## src/rtl/cache_line_xfer_pkg.sv

```systemverilog
// Shared widths, request encodings, FSM states and the latched-request payload
// for the cache line transfer engine.
package cache_line_xfer_pkg;

  localparam int unsigned BUS_64     = 64;
  localparam int unsigned LINE_W     = 512;
  localparam int unsigned BEAT_W     = 64;
  localparam int unsigned BEAT_N     = 8;
  localparam int unsigned BEAT_IDX_W = 3;
  localparam int unsigned LINE_OFF_W = 6;
  localparam int unsigned TAG_W      = BUS_64 - LINE_OFF_W;

  localparam logic REQ_READ  = 1'b0;
  localparam logic REQ_WRITE = 1'b1;

  typedef enum logic [1:0] {
    ST_IDLE  = 2'd0,
    ST_ISSUE = 2'd1,
    ST_WAIT  = 2'd2,
    ST_DONE  = 2'd3
  } state_t;

  typedef struct packed {
    logic [TAG_W-1:0]  line;
    logic              op;
    logic [LINE_W-1:0] wdata;
  } line_req_t;

  // Byte address of one 8-byte beat inside a 64-byte line.
  function automatic logic [BUS_64-1:0] beat_addr(input logic [TAG_W-1:0]      line,
                                                   input logic [BEAT_IDX_W-1:0] beat);
    return {line, beat, 3'b000};
  endfunction

endpackage

```

## src/rtl/cache_line_xfer.sv

```systemverilog
// Serialises one 512-bit cache line request into eight 64-bit memory beats and
// reassembles reads. Optional per-beat watchdog: define CACHE_LINE_XFER_TIMEOUT_EN.
module cache_line_xfer
  import cache_line_xfer_pkg::*;
#(
  parameter int unsigned TIMEOUT = 1023
) (
  input  logic          clk,
  input  logic          rst,
  input  logic          i_cache_req,
  input  logic [63:0]   i_cache_addr,
  input  logic          i_cache_op,
  input  logic [511:0]  i_cache_wdata,
  output logic          o_cache_ack,
  output logic [511:0]  o_cache_rdata,
  output logic          o_cache_err,
  output logic          o_mem_valid,
  input  logic          i_mem_ready,
  output logic          o_mem_op,
  output logic [63:0]   o_mem_addr,
  output logic [63:0]   o_mem_wdata,
  input  logic          i_mem_resp,
  input  logic [63:0]   i_mem_rdata
);

  localparam logic [BEAT_IDX_W-1:0] LAST_BEAT = BEAT_IDX_W'(BEAT_N - 1);

  state_t                r_state, w_state_nxt;
  logic [BEAT_IDX_W-1:0] r_beat, w_beat_nxt;
  logic [BEAT_IDX_W-1:0] w_beat_inc;
  line_req_t             r_req, w_req_nxt;
  logic                  r_ack, w_ack_nxt;
  logic                  r_err, w_err_nxt;
  logic [LINE_W-1:0]     r_rdata, w_rdata_nxt;
  logic                  r_mem_valid, w_mem_valid_nxt;
  logic                  r_mem_op, w_mem_op_nxt;
  logic [BUS_64-1:0]     r_mem_addr, w_mem_addr_nxt;
  logic [BEAT_W-1:0]     r_mem_wdata, w_mem_wdata_nxt;
  logic                  w_is_read;
  logic                  w_timeout_c;
  logic                  w_unused_c;

  assign w_beat_inc = r_beat + BEAT_IDX_W'(1);
  assign w_is_read  = (r_req.op != REQ_WRITE);

`ifdef CACHE_LINE_XFER_TIMEOUT_EN
  localparam int unsigned WDOG_W = (TIMEOUT > 1) ? $clog2(TIMEOUT + 1) : 1;

  logic [WDOG_W-1:0] r_wdog;

  // Per-beat watchdog: restarts on each ISSUE entry, saturates at the limit.
  always_ff @(posedge clk) begin
    if (rst) begin
      r_wdog <= '0;
    end else if (w_state_nxt == ST_ISSUE && r_state != ST_ISSUE) begin
      r_wdog <= '0;
    end else if ((r_state == ST_ISSUE || r_state == ST_WAIT) && !w_timeout_c) begin
      r_wdog <= r_wdog + WDOG_W'(1);
    end
  end

  assign w_timeout_c = (r_wdog == WDOG_W'(TIMEOUT));
  assign w_unused_c  = ^i_cache_addr[LINE_OFF_W-1:0];
`else
  assign w_timeout_c = 1'b0;
  assign w_unused_c  = ^{i_cache_addr[LINE_OFF_W-1:0], TIMEOUT != 0};
`endif

  // Next-state and next-output logic; every output leaves through a flop.
  always_comb begin
    w_state_nxt     = r_state;
    w_beat_nxt      = r_beat;
    w_req_nxt       = r_req;
    w_ack_nxt       = 1'b0;
    w_err_nxt       = r_err;
    w_rdata_nxt     = r_rdata;
    w_mem_valid_nxt = r_mem_valid;
    w_mem_op_nxt    = r_mem_op;
    w_mem_addr_nxt  = r_mem_addr;
    w_mem_wdata_nxt = r_mem_wdata;
    unique case (r_state)
      ST_IDLE: begin
        if (i_cache_req) begin
          w_req_nxt.line  = i_cache_addr[BUS_64-1:LINE_OFF_W];
          w_req_nxt.op    = i_cache_op;
          w_req_nxt.wdata = i_cache_wdata;
          w_beat_nxt      = '0;
          w_err_nxt       = 1'b0;
          if (i_cache_op == REQ_READ) w_rdata_nxt = '0;
          w_mem_valid_nxt = 1'b1;
          w_mem_op_nxt    = i_cache_op;
          w_mem_addr_nxt  = beat_addr(i_cache_addr[BUS_64-1:LINE_OFF_W], '0);
          w_mem_wdata_nxt = i_cache_wdata[BEAT_W-1:0];
          w_state_nxt     = ST_ISSUE;
        end
      end
      ST_ISSUE: begin
        if (i_mem_ready) begin
          w_mem_valid_nxt = 1'b0;
          w_state_nxt     = ST_WAIT;
        end else if (w_timeout_c) begin
          w_mem_valid_nxt = 1'b0;
          w_ack_nxt       = 1'b1;
          w_err_nxt       = 1'b1;
          w_state_nxt     = ST_DONE;
        end
      end
      ST_WAIT: begin
        if (i_mem_resp) begin
          if (w_is_read) w_rdata_nxt[{r_beat, 6'd0} +: BEAT_W] = i_mem_rdata;
          if (r_beat == LAST_BEAT) begin
            w_ack_nxt   = 1'b1;
            w_state_nxt = ST_DONE;
          end else begin
            w_beat_nxt      = w_beat_inc;
            w_mem_valid_nxt = 1'b1;
            w_mem_addr_nxt  = beat_addr(r_req.line, w_beat_inc);
            w_mem_wdata_nxt = r_req.wdata[{w_beat_inc, 6'd0} +: BEAT_W];
            w_state_nxt     = ST_ISSUE;
          end
        end else if (w_timeout_c) begin
          w_ack_nxt   = 1'b1;
          w_err_nxt   = 1'b1;
          w_state_nxt = ST_DONE;
        end
      end
      ST_DONE: begin
        w_state_nxt = ST_IDLE;
      end
      default: begin
        w_state_nxt = ST_IDLE;
      end
    endcase
  end

  always_ff @(posedge clk) begin
    if (rst) begin
      r_state     <= ST_IDLE;
      r_beat      <= '0;
      r_req       <= '0;
      r_ack       <= 1'b0;
      r_err       <= 1'b0;
      r_rdata     <= '0;
      r_mem_valid <= 1'b0;
      r_mem_op    <= 1'b0;
      r_mem_addr  <= '0;
      r_mem_wdata <= '0;
    end else begin
      r_state     <= w_state_nxt;
      r_beat      <= w_beat_nxt;
      r_req       <= w_req_nxt;
      r_ack       <= w_ack_nxt;
      r_err       <= w_err_nxt;
      r_rdata     <= w_rdata_nxt;
      r_mem_valid <= w_mem_valid_nxt;
      r_mem_op    <= w_mem_op_nxt;
      r_mem_addr  <= w_mem_addr_nxt;
      r_mem_wdata <= w_mem_wdata_nxt;
    end
  end

  assign o_cache_ack   = r_ack;
  assign o_cache_err   = r_err;
  assign o_cache_rdata = r_rdata;
  assign o_mem_valid   = r_mem_valid;
  assign o_mem_op      = r_mem_op;
  assign o_mem_addr    = r_mem_addr;
  assign o_mem_wdata   = r_mem_wdata;

endmodule
```

## config.mk

```make
export PLATFORM = sky130hd
export DESIGN_NAME = cache_line_xfer
export DESIGN_NICKNAME = d
export VERILOG_FILES = /design/src/rtl/cache_line_xfer_pkg.sv /design/src/rtl/cache_line_xfer.sv
export SDC_FILE = /design/constraint.sdc
export NUM_CORES = 2
export LEC_CHECK = 0
export BUFFER_PORTS_ARGS = -buffer_cell sky130_fd_sc_hd__buf_2
export CELL_PAD_IN_SITES_DETAIL_PLACEMENT = 1
export CELL_PAD_IN_SITES_GLOBAL_PLACEMENT = 2
export CORE_AREA = 2 2 497 499
export CTS_BUF_LIST = sky130_fd_sc_hd__clkbuf_16
export DETAILED_ROUTE_END_ITERATION = 10
export DIE_AREA = 0 0 499 501
export GPL_TIMING_DRIVEN = 0
export HOLD_SLACK_MARGIN = 0.12
export PLACE_DENSITY_LB_ADDON = 0.05
export SLEW_MARGIN = 20
export SYNTH_ARGS = -nofsm -noshare
export SYNTH_HDL_FRONTEND = slang
export SYNTH_SLANG_ARGS = --single-unit
export TNS_END_PERCENT = 20
```

## constraint.sdc

```tcl
create_clock -name clk -period 2.7 [get_ports clk]
set_input_delay 0.135 -clock clk [delete_from_list [all_inputs] [get_ports clk]]
set_output_delay 0.135 -clock clk [all_outputs]
set_load 0.03 [all_outputs]
```

After elaboration in Yosys (flattened, before gate mapping)
Index checks and enable logic that the tools add are counted.

Bits in registers: 1218. Word-level logic and storage cells: 65.

Shifts and indexed selects: 3. $add $sub $neg: 2. Reduce and logical (&&, ||, !) cells: 9. Bitwise gates (word level): 2. Eq/ne operators: 10. Multiplexer cells: 29.

Operators with widths (number): 512-bit 2-to-1 mux (4); 512-bit case mux with 2 select lines (1); 512-bit bitwise mux (1); 64-bit by 11-bit variable shift with 512-bit output (first input constant) (1); 512-bit by 10-bit indexed part select with 64-bit output (1); 64-bit by 11-bit indexed part select with 512-bit output (1); 64-bit 2-to-1 mux (6); 64-bit case mux with 2 select lines (2); 2-bit inequality test (second input constant) (6); 9-bit negation with 11-bit output (1); 5-bit AND reduction (2); 3-bit 2-to-1 mux (3); 2-bit 2-to-1 mux (4); 2-bit case mux with 4 select lines (1); 3-bit case mux with 2 select lines (1); 1-bit 2-to-1 mux (5); 2-bit == test (second input constant) (2); 4-bit AND reduction (1); 3-bit by 1-bit adder with 3-bit output (second input constant) (1); 3-bit == test (second input constant) (1); 1-bit case mux with 3 select lines (1); 3-bit AND reduction (1); 3-bit nonzero test (1); 3-bit OR reduction (1); 5 further kinds (6).

Depth between registers and ports, before layout
Word-level depth: 6. Depth in mapped cells: 11.

Worst setup path after synthesis
Ideal clock, no wire load.

Kind: flip-flop to flip-flop. Start: register r_beat[0]. End: register r_rdata[388] (netlist: o_cache_rdata[388]). Setup slack: -0.274 ns. Stages on the path, launching flop included: 12. Arrival: 2.857 ns. Period minus slack after synthesis: 2.974 ns. Data required time: 2.583 ns. Library setup time: 0.117 ns. Path buffers: 4. Cell sequence: dfxtp_1 > inv_2 > buf_2 > buf_2 > ha_1 > ha_1 > buf_2 > nand2b_1 > o41ai_1 > a21oi_2 > buf_2 > a32o_1.

Cells in the longest elaborated chain, start to end: 6.

Ends and longest elaborated chain: from (decl) (line cache_line_xfer.sv:29) `logic [BEAT_IDX_W-1:0] r_beat, w_beat_nxt;`; from (signal assigned) (line cache_line_xfer.sv:150) `r_beat <= w_beat_nxt;`; 9-bit negation with 11-bit output * (line cache_line_xfer.sv:110) `if (w_is_read) w_rdata_nxt[{r_beat, 6'd0} +: BEAT_W] = i_mem_rdata;`; 64-bit by 11-bit indexed part select with 512-bit output or 64-bit by 11-bit variable shift with 512-bit output (tied branches) (line cache_line_xfer.sv:110); 512-bit bitwise mux * (line cache_line_xfer.sv:110); 512-bit 2-to-1 mux * (line cache_line_xfer.sv:110); 512-bit 2-to-1 mux * (line cache_line_xfer.sv:109) `if (i_mem_resp) begin`; 512-bit case mux with 2 select lines * (line cache_line_xfer.sv:81) `unique case (r_state)`; to (signal assigned) (line cache_line_xfer.sv:154) `r_rdata <= w_rdata_nxt;`; to (decl) (line cache_line_xfer.sv:34) `logic [LINE_W-1:0] r_rdata, w_rdata_nxt;`.

Mark *: on every way between the ends. The rest lies on a longest branch, timed or not. The select of a mux whose other input is x is not followed. A chain may end at the register's enable or synchronous reset.

Worst setup path in the final report
Start: register r_beat[0]. End: register r_rdata[369] (netlist: o_cache_rdata[369]).

The elaborated chain is that of the path after synthesis.

==> results.py <==
metrics = {
    "final_layout": {
        "drive_above_1_share_pct": 26.0,
        "mostFrequentLayoutCell": "sky130_fd_sc_hd__buf_2",
        "mostFrequentLayoutCells": "sky130_fd_sc_hd__buf_2 (1352), sky130_fd_sc_hd__nand2_1 (1327), sky130_fd_sc_hd__dfxtp_1 (1211)",
        "fin_nets": 7914,
        "area_delta_synth_final_pct": 61.8,
        "finish.utilization_pct": 29.8,
    },
    "status": {
        "outcome": "complete, no violations",
    },
    "setup_path": {
        "crit-reg2reg-capture": "o_cache_rdata[369]",
        "worstRegToRegCells": 11,
        "timing.setup.critical_path_class": "register to register",
        "critPathArrivalTime_ns": 3.34,
        "timing.critical_path.required_ns": 3.40,
        "crit-reg2reg-launch": "r_beat[0]",
        "reg2reg_setup_slack_ns": 0.06,
        "critPathLaunchType": "register",
        "critPathMaxFanout": 10,
        "cp-end-kind": "register",
    },
    "clock_network": {
        "numClockSinks": 1212,
        "tritoncts_clock_tree": "yes",
        "clock_insertion_delay_at_the_later_pin_of_the_skew_report_ns": 0.81,
        "cts_root_buf": "sky130_fd_sc_hd__clkbuf_16",
        "cts_inserted_buffers": 160,
        "cts-htree-levels": 4,
        "clk_path_buf_depth": 3,
        "clk_transition_reported_paths_ns": 0.06,
    },
    "logic_synthesis": {
        "ffs_latches_synth": 1212,
        "synth_compound_gate_area_share_pct": 20.5,
        "mux_share_of_post_synthesis_cell_area_pct": 7.81,
        "synth_edf_count": 0,
        "post_synth.cell_area_avg_um2": 9.60,
        "synthAdderAreaFrac_pct": 0.139,
        "synth.yosys.seq_area_share_pct": 53.8,
        "synth_cell_types": 42,
        "gate_count_post_synth": 4696,
        "synth-xor-area-share_pct": 0,
        "synthesis.yosys.warnings": 0,
        "post_synth_and_or_nand_nor_area_fraction_pct": 13.5,
        "synth_area_mm2": 0.0451,
        "ys.flop_type": "sky130_fd_sc_hd__dfxtp_1",
        "largest_family_of_logic_cells_by_synthesized_area": "compound AO/OA/AOI/OAI gates",
        "synthArstFlopShare_pct": 0,
    },
    "timing": {
        "fin_crit_sh_pct": 97.9,
        "maxClockFrequency_ghz": 0.378,
        "rsz_0062_raised_after_global_routing": "yes",
        "report.final.slew_viol_count": 0,
        "finalWorstPathRequiredPeriod_ns": 2.64,
        "setup_viol": 0,
        "worst_slew_pin_slew_ns": 1.11,
        "worst_clock_skew_ns": 0.0404,
        "finalWorstSetupSlack_ns": 0.0575,
        "slew_headroom_pct": 25.8,
        "hold_viol": 0,
    },
    "placed_design": {
        "gp_congestion": 0.826,
        "io_buffer_count": 1278,
        "hpwlAfterDp_um": 237000,
        "worst_setup_timing_slack_at_the_placement_stage_ns": -2.13,
    },
    "route": {
        "detailroute.via_count": 47100,
        "drcViolationCount": 0,
        "drt_iter0_markers": 2165,
        "detailedRoute.firstPassIterationCount": 5,
        "wl_per_cell_um": 28.4,
        "drt-total-wl_um": 303000,
        "via_per_inst": 4.43,
        "drt.antenna.violating_nets": 0,
    },
    "min_path": {
        "min_path_cells": 3,
        "whs_endpoint": "o_cache_rdata[387]",
        "hold_class": "input pin to register",
        "worst_hold_launch": "rst",
    },
    "die": {
        "fp.dieArea_mm2": 0.250,
        "core_area_mm2": 0.245,
        "floorplan.die.width_um": 499,
        "effective_utilization_at_floorplan_pct": 18.4,
        "chipHeight_um": 501,
        "floorplan.io_pins": 1290,
        "placementRows": 182,
    },
    "power_and_ir_drop": {
        "power.leakage_nw": 30.7,
        "power_density_mw_per_mm2": 636,
        "worst_ir_drop_vdd_uv": 648,
        "total_power_mw": 46.4,
    },
    "grt": {
        "antenna_found_initial": 133,
        "grtUsageTotal_pct": 23.5,
        "grt_start_max_net_pins": 17,
        "first_global_vias": 49900,
        "grt_pass1_wl_um": 412000,
        "grt-ovfl-total": 0,
    },
    "run": {
        "maxCapViolations": 0,
    },
}
==> how the worst max path moves through the flow <==
stage                    endpoint        from  depth (start not counted)  slack, ns
3_5_place_dp   o_cache_rdata[497]   r_beat[0]                         11      -2.13
2_1_floorplan  o_cache_rdata[383]   r_beat[0]                         11       0.01
5_1_grt                r_req[343]  r_state[1]                          8      -0.09
3_3_place_gp   o_cache_rdata[117]   r_beat[0]                         11      -3.05
6_report       o_cache_rdata[369]   r_beat[0]                         11       0.06
4_1_cts           o_mem_wdata[22]   r_beat[0]                         11      -0.09
==> synth_stat cells (2+ instances only) <==
cell	count	area, µm²
sky130_fd_sc_hd__mux2i_1	64	641
sky130_fd_sc_hd__mux4_2	128	2880
sky130_fd_sc_hd__a21oi_2	5	43.8
sky130_fd_sc_hd__a21oi_4	2	32.5
sky130_fd_sc_hd__nand2b_1	7	43.8
sky130_fd_sc_hd__a311oi_1	58	508
sky130_fd_sc_hd__nand3_1	4	20.0
sky130_fd_sc_hd__nor2b_1	64	400
sky130_fd_sc_hd__buf_2	118	591
sky130_fd_sc_hd__o41ai_1	3	26.3
sky130_fd_sc_hd__a21oi_1	641	3210
sky130_fd_sc_hd__nor3_2	4	40.0
sky130_fd_sc_hd__nor2_1	129	484
sky130_fd_sc_hd__dfxtp_1	1212	24300
sky130_fd_sc_hd__buf_4	11	82.6
sky130_fd_sc_hd__buf_6	7	78.8
sky130_fd_sc_hd__nand3b_1	3	22.5
sky130_fd_sc_hd__a32o_1	256	2560
sky130_fd_sc_hd__ha_1	5	62.6
sky130_fd_sc_hd__clkbuf_1	278	1040
sky130_fd_sc_hd__nor3_1	4	20.0
sky130_fd_sc_hd__a211o_1	64	561
sky130_fd_sc_hd__or3b_1	2	17.5
sky130_fd_sc_hd__inv_1	3	11.3
sky130_fd_sc_hd__nand2_1	1328	4980
sky130_fd_sc_hd__a22o_1	256	2240
sky130_fd_sc_hd__buf_1	25	93.8
==> report_power, final <==
part | switching [mW] | total [mW] | leakage [nW] | internal [mW]
clock | 8.95 | 20.5 | 2.53 | 11.5
sequential | 0.462 | 19.1 | 9.87 | 18.7
combinational | 4.07 | 6.78 | 18.3 | 2.71
==> layer usage <==
layer  share of wire (%)  global-route usage [%]  wire, µm
met2                  51                    43.0    155000
met1                  39                    26.5    119000
met4                 3.6                    8.06     11000
met5                0.17                       0       526
met3                 5.4                    5.56     16400
==> cell type report <==
| class | instances | area (µm²) |
|---|---|---|
| fillers | 28200 | 172000 |
| well taps | 3220 | 4030 |
| flip-flops and latches | 1212 | 24300 |
| repair buffers | 2407 | 18100 |
| plain buffers | 433 | 2330 |
| diodes | 48 | 120 |
| clock inverters | 119 | 845 |
| clock buffers | 162 | 4050 |
| inverters | 4 | 22.5 |
| multi-input cells | 3045 | 19200 |
==> sequential cells by signal, indices dropped and copies added, names as in the netlist <==
signal	flops
o_cache_rdata	512
o_mem_wdata	64
r_beat	2
o_mem_op	1
r_state	2
r_req	570
o_mem_addr	59
o_mem_valid	1
o_cache_ack	1
==> kinds of logic after synthesis <==
kind of cell             Yosys count
other                              1
AND/OR/NAND/NOR                 1552
multiplexers                     192
flip-flops                      1212
buffers and inverters            443
adder cells (fa/ha/maj)            5
AO/OA/AOI/OAI                   1291
==> worst max-delay path, stage by stage (launching register included) <==
cell and delay [ns]:
sky130_fd_sc_hd__dfxtp_4 0.40, sky130_fd_sc_hd__inv_8 0.07, sky130_fd_sc_hd__buf_12 0.15, sky130_fd_sc_hd__ha_4 0.15, sky130_fd_sc_hd__ha_1 0.26, sky130_fd_sc_hd__buf_4 0.18
sky130_fd_sc_hd__nand2b_4 0.19, sky130_fd_sc_hd__nor3_2 0.25, sky130_fd_sc_hd__nor2_4 0.13, sky130_fd_sc_hd__buf_16 0.19, sky130_fd_sc_hd__clkbuf_2 0.27, sky130_fd_sc_hd__a22o_1 0.25
==> through the flow <==
step / hold WS [ns] / setup TNS, ns / std cells / cell area, µm²
after global routing: 0.142 / -1.13 / 10600 / 72900
after global placement: 0.383 / -1770.80 / 9197 / 55500
after floorplan: 0.260 / 0 / 4699 / 45100
after detailed placement: 0.385 / -1350.27 / 9216 / 56100
after CTS: 0.121 / -10.85 / 10600 / 72700
final: 0.190 / 0 / 10700 / 72900
==> timing repair <==
action	CTS	global route
hold endpoints to repair	1209	0
endpoints found under the setup margin	983	670
hold buffers	1067	0
pin swaps	19	6
buffers inserted	37	1
gates resized for setup	195	72
gates cloned	5	1
Power figures use the tool's default switching activity.
